$ cat src/rtl/gbsha_sample_packer.sv
// Packs BW-bit samples LSB-first into WORD_W-bit words and buffers them in a show-ahead FIFO.
// Push on the completing/flush edge; word_valid follows one edge later when the FIFO was empty.
module gbsha_sample_packer #(
  parameter int BW         = 2,
  parameter int WORD_W     = 8,
  parameter int FIFO_DEPTH = 4
) (
  input  logic                               clk,
  input  logic                               reset,
  input  logic [BW-1:0]                      sample_in,
  input  logic                               sample_valid,
  input  logic                               flush,
  output logic [WORD_W-1:0]                  word_out,
  output logic                               word_valid,
  input  logic                               word_ready,
  output logic [$clog2(WORD_W/BW)-1:0]       fill,
  output logic [$clog2(FIFO_DEPTH):0]        level,
  output logic                               overflow
);

  localparam int SPW    = WORD_W / BW;
  localparam int FILL_W = $clog2(SPW);
  localparam int PTR_W  = $clog2(FIFO_DEPTH);
  localparam int LVL_W  = PTR_W + 1;
  localparam logic [FILL_W-1:0] LAST_SLOT = FILL_W'(SPW - 1);
  localparam logic [LVL_W-1:0]  FULL_LVL  = LVL_W'(FIFO_DEPTH);

  logic [WORD_W-1:0] partial;
  logic [WORD_W-1:0] packed_word;
  logic [WORD_W-1:0] mem [FIFO_DEPTH];
  logic [PTR_W-1:0]  wr_ptr;
  logic [PTR_W-1:0]  rd_ptr;
  logic              complete;
  logic              push;
  logic              pop;
  logic              full;
  logic              push_ok;
  logic              drop;

  // The incoming sample is merged before the push decision so a flush on the
  // same edge includes it; unused upper slots stay zero because partial clears on push.
  always_comb begin
    packed_word = partial;
    if (sample_valid) begin
      packed_word[int'(fill)*BW +: BW] = sample_in;
    end
  end

  assign complete = sample_valid && (fill == LAST_SLOT);
  assign push     = complete || (flush && (sample_valid || (fill != '0)));
  assign pop      = word_valid && word_ready;
  assign full     = (level == FULL_LVL);
  assign push_ok  = push && (!full || pop);
  assign drop     = push && full && !pop;

  always_ff @(posedge clk or posedge reset) begin
    if (reset) begin
      partial <= '0;
      fill    <= '0;
    end else if (push) begin
      partial <= '0;
      fill    <= '0;
    end else if (sample_valid) begin
      partial <= packed_word;
      fill    <= fill + 1'b1;
    end
  end

  always_ff @(posedge clk or posedge reset) begin
    if (reset) begin
      wr_ptr   <= '0;
      rd_ptr   <= '0;
      level    <= '0;
      overflow <= 1'b0;
    end else begin
      if (push_ok) wr_ptr <= wr_ptr + 1'b1;
      if (pop)     rd_ptr <= rd_ptr + 1'b1;
      case ({push_ok, pop})
        2'b10:   level <= level + 1'b1;
        2'b01:   level <= level - 1'b1;
        default: level <= level;
      endcase
      overflow <= overflow | drop;
    end
  end

  // Storage needs no reset: entries are only visible while level is non-zero.
  always_ff @(posedge clk) begin
    if (push_ok) mem[wr_ptr] <= packed_word;
  end

  assign word_valid = (level != '0);
  assign word_out   = word_valid ? mem[rd_ptr] : '0;

endmodule

$ cat config.mk
export PLATFORM = sky130hd
export DESIGN_NAME = gbsha_sample_packer
export DESIGN_NICKNAME = d
export VERILOG_FILES = /design/src/rtl/gbsha_sample_packer.sv
export SDC_FILE = /design/constraint.sdc
export NUM_CORES = 1
export LEC_CHECK = 0
export ABC_CLOCK_PERIOD_IN_PS = 5900
export BUFFER_PORTS_ARGS = -buffer_cell sky130_fd_sc_hd__clkbuf_2
export CORE_MARGIN = 1.5
export CORE_UTILIZATION = 53
export DETAILED_ROUTE_END_ITERATION = 10
export MAX_ROUTING_LAYER = met4
export PLACE_DENSITY_LB_ADDON = 0.08
export SLEW_MARGIN = 20
export SYNTH_ARGS = -nofsm -noshare
export SYNTH_HDL_FRONTEND = slang
export SYNTH_SLANG_ARGS = --single-unit
export TNS_END_PERCENT = 5
$ cat constraint.sdc
create_clock -name clk -period 5.9 [get_ports clk]
set_clock_uncertainty 0.05 [all_clocks]
set_input_delay 0.59 -clock clk [delete_from_list [all_inputs] [get_ports clk]]
set_output_delay 0.59 -clock clk [all_outputs]
set_load 0.03 [all_outputs]
; ---- Word level (Yosys, flattened, before mapping)
; Memories as Yosys holds them, arrays and structs flattened.
; Index checks and enable logic that the tools add are counted.
[word_totals]
reg_bits = 18
ram_bits = 32
in_bits = 7
n_memories = 1
[mem_list]
columns = memory, words, width, rd, rd_ports_with_merged_regs, wr, line_no
row1 = mem, 4, 8, 1, 0, 1, 30  ; logic [WORD_W-1:0] mem [FIFO_DEPTH];
[classes]
n_addsub = 6
n_eq_ne = 4
shift = 2
n_mux = 10
n_bitwise = 1
n_reduce_logical = 15
[ops]
columns = cell, n
row1 = $neg A3 Y33, 1
row2 = $shift A2 B33 Y8 const A, 1
row3 = $shiftx A2 B33 Y8, 1
row4 = $mux W8, 4
row5 = $bwmux W8, 1
row6 = $add A2 B1 Y2 const B, 3
row7 = $logic_and A1 B1 Y1, 6
row8 = $pmux W3 S2, 1
row9 = $reduce_bool A2 Y1, 3
row10 = $eq A2 B2 Y1 const B, 2
row11 = $mux W2, 2
row12 = $add A3 B1 Y3 const B, 1
row13 = $eq A3 B3 Y1 const B, 1
row14 = $logic_or A1 B1 Y1, 3
row15 = $reduce_bool A3 Y1, 1
row16 = $sub A3 B1 Y3 const B, 1
row17 = $eq A2 B1 Y1 const B, 1
row18 = $logic_not A1 Y1, 2
row19 = $mux W1, 2
row20 = $or A1 B1 Y1, 1

; ---- Longest topological paths before layout
[logic_depth]
ltp_word = 7
ltp_mapped = 9
depth_no_buf = 9

; ---- Worst setup path before layout
; Ideal clock, no wire load.
[synth_path]
path_kind = register to register
from = reg level[2]
to = reg level[2]
setup_time_ns = 0.138
arrival_ns = 2.419
setup_slack_ns = 3.292
path_stages_with_launch = 8
path_buffers = 1
synth_period_minus_slack_ns = 2.608
cell_sequence = dfrtp_1 or3_1 clkbuf_1 nand3_1 fa_1 or3_1 o221ai_1 o211ai_2
[synth_between]
elab_chain_cells = 6
elab_cells_between_ends = 12
[synth_lines]
columns = item, line_no
row1 = from (decl), 17  ; output logic [$clog2(FIFO_DEPTH):0] level,
row2 = from (signal assigned), 79  ; 2'b10: level <= level + 1'b1;
row3 = from (signal assigned), 80  ; 2'b01: level <= level - 1'b1;
row4 = from (signal assigned), 81  ; default: level <= level;
row5 = $reduce_bool A3 Y1 (*), 92  ; assign word_valid = (level != '0);
row6 = named net word_valid, 14  ; output logic word_valid,
row7 = $logic_and A1 B1 Y1 (*), 51  ; assign pop = word_valid && word_ready;
row8 = $logic_or A1 B1 Y1, 53  ; assign push_ok = push && (!full || pop);
row9 = $logic_and A1 B1 Y1, 53
row10 = $eq A2 B1 Y1 or $eq A2 B2 Y1 (tied branches), 78  ; case ({push_ok, pop})
row11 = $pmux W3 S2 or $reduce_bool A2 Y1 (tied branches), --
; Mark *: on every way through the listed nets, which the timed path passes. The rest lies on a longest branch.
; A chain may end at the register's enable or synchronous reset.

; ---- Final worst setup path
[layout_path]
from = reg fill[0]
to = reg level[2]
[layout_between]
elab_chain_cells = 7
elab_cells_between_ends = 11
[layout_lines]
columns = item, line_no
row1 = from (decl), 16  ; output logic [$clog2(WORD_W/BW)-1:0] fill,
row2 = from (signal assigned), 65  ; fill <= fill + 1'b1;
row3 = $reduce_bool A2 Y1, 50  ; assign push = complete || (flush && (sample_valid || (fill != '0)));
row4 = $logic_or A1 B1 Y1, 50
row5 = $logic_and A1 B1 Y1, 50
row6 = $logic_or A1 B1 Y1 (*), 50
row7 = $logic_and A1 B1 Y1 (*), 53
row8 = $eq A2 B1 Y1 or $eq A2 B2 Y1 (tied branches), 78
row9 = $pmux W3 S2 or $reduce_bool A2 Y1 (tied branches), --
; Mark *: on every way between the ends. The rest lies on a longest branch, timed or not.

==> results.txt <==
Vias per cell = 5.927
Worst Path Required = 6020 ps
Sequential area share after synthesis = 59.46%
Outcome = finished, final reports clean
WHS = 313.5 ps
Crit start category = flip-flop
Fmax achieved = 362.5 MHz
Worst vdd ir = 0.2243 mV
Post-synthesis net count = 186
Syn. warnings = 0
Slew headroom = 54.03%
Post-synthesis cell count = 169
Mean routed wirelength per cell = 16.87 µm
Final period demand of the worst path = 2758 ps
P&R area growth vs syn = 10.81%
Ys flop type = edfxtp_1
Register Area = 1411 µm²
Final setup viols = 0
MaxCap Viol Count = 0
Die height = 69.92 µm
Final wirelength = 4.133 mm
First-pass GRT wire length = 7.079 mm
Largest net degree at the start of global routing = 19
DRC Markers = 0
Syn_area_per_cell = 14.04 µm²
Ports = 22
Vias in the first global route = 1433
Maximum fanout along the worst path = 9
Fill count = 361
Final nets = 209
Slew @ Worst Pin = 688.7 ps
Port Buffers = 21
CTS Hold Buffers Added = 0
Die W = 69.92 µm
Via count = 1452
Placed Cells = 237
CTS tree = built
Post-synth EDFFs = 32
Iteration-0 DRC Markers = 77
Crit. End Element = flip-flop
Post-route cell area = 2630 µm²
Hold Fails Final Rpt = 0
Clock slew at reported path FFs = 90 ps
Grt total ovfl = 0
Dpl cell area = 2520 µm²
Max Buffers Root-to-Sink = 2
Post-CTS Resized = 0
Core Area = 4324 µm²
Final GP Congestion = 0.9208
CTS Buf Count = 5
Worst min-delay path category = in2async
Post-DRT Antenna Nets = 0
Async SR Flop Fraction = 36.00%
Die Area = 4889 µm²
Yosys reg bits = 50
Share of cells above drive strength 1 = 23.83%
Leakage = 1.036 nW
First-pass DRT Iterations = 4
Row count = 24
Initial core utilization = 54.89%
Cell area after synthesis = 2374 µm²
Total Negative Setup Slacks = 0 ps
Setup Fix Bufs, Post-CTS = 0
RSZ-0062 raised after global routing = no
Max Slew Vio Count = 0
Clock latency on the worst-skew pair = 300 ps
Cell variety after synth = 41
Clock Sink Count = 50
Final Cycle Share = 46.75%
Critical Path AT = 2880 ps
PwrDens = 509.9 nW/µm²
Root Buffer = clkbuf_8
Ant diodes = 0
Area of the multi-input gates = 908.4 µm²
GRT Total Usage = 19.60%
Number of H-tree levels = 2
Critical path class = reg2reg
Initial antenna violation count = 0
Non-filler cells, final = 245
HPWL Detailed = 3.016 mm
## report_power, final
| group | internal (mW) | switching (mW) | leakage, nW |
|---|---|---|---|
| Sequential | 0.462 | 0.0828 | 0.531 |
| Clock | 0.126 | 0.107 | 0.0514 |
| Combinational | 0.225 | 0.338 | 0.454 |
| Total | 0.814 | 0.527 | 1.04 |
## per-stage QoR
stage          util [%]  setup slack [ps]  total power [mW]
2_1_floorplan         -              3292            0.9787
3_3_place_gp      58.28              3276             1.099
3_5_place_dp      58.28              3126             1.126
4_1_cts           60.82              3120             1.358
5_1_grt           60.82              2926             1.434
6_report          60.82              3142             1.341
## path summary, 6_finish.rpt
check	startpoint	to	slack, ps	cells past startpoint
worst max register to register	fill[0]	level[2]	3140	9
worst min-delay path	reset	partial[7]	310	2
max in group asynchronous	reset	rd_ptr[1]	5050	2
min in group clk	overflow	overflow	420	1
worst max-delay path	fill[0]	level[2]	3140	9
worst min register to register	overflow	overflow	420	1
## worst max-delay path, cell delays in order, from the launching register on
cell	delay, ps
dfrtp_1	480
inv_2	140
ha_1	310
nand2b_1	150
nand2_1	230
nand3_1	140
fa_1	430
or3_1	380
o221ai_1	220
o211ai_2	110
## cells by family (layout without fill, tap and decap cells)
logic type      count (synthesis)  after routing  share of synthesized area, %
compound gates                 26             26                         8.487
fa+ha+maj                      10             10                         5.588
flops                          50             50                         59.46
mux                            10             10                         8.487
simple gates                   56             56                         14.23
buf+inv                        13             37                         2.267
xor+xnor                        4              4                         1.476
## placed cells by master, fill, tap and decap left out, types with 2 or more instances in the layout
cell / n
edfxtp_1: 32
nor3_1: 2
or3_1: 3
ha_1: 9
nand2_1: 13
nand3_1: 3
nor2_2: 2
nor2_1: 3
xnor2_1: 4
a21o_2: 2
clkbuf_2: 21
mux4_2: 8
o31ai_1: 5
clkbuf_8: 5
nand2b_1: 4
nor4_2: 2
a22o_1: 5
o21ai_0: 3
and2_1: 18
inv_1: 7
a21oi_1: 3
dfrtp_1: 18
## cell usage after synthesis, types with 4 or more instances
cell	count	area [µm²]
a22o_1	5	43.79
and2_1	18	112.6
dfrtp_1	18	450.4
edfxtp_1	32	960.9
ha_1	9	112.6
inv_1	7	26.28
mux4_2	8	180.2
nand2_1	13	48.80
nand2b_1	4	25.02
o31ai_1	5	37.54
xnor2_1	4	35.03
## layer usage
metal  track usage, %  vias to the layer above  part of all wire (%)
li1                 -                      676                     -
met1            24.48                      732                    44
met2            32.28                       36                    51
met3            3.896                        8                   3.1
met4            6.838                        0                   2.2
met5                -                        -                     0
## state kept, by name (all words and copies together) (netlist names)
signal    count
wr_ptr        2
level         3
rd_ptr        2
partial       8
overflow      1
mem          32
fill          2
## area by class of cell
cell class	instances	area share (%)
clock buffers	6	2.759
clock inverters	2	1.427
inverters	8	1.142
multi-input cells	106	34.54
flip-flops and latches	50	53.66
well taps	52	2.474
repair buffers	21	3.996
No activity file was read; power rests on OpenSTA's default activity.
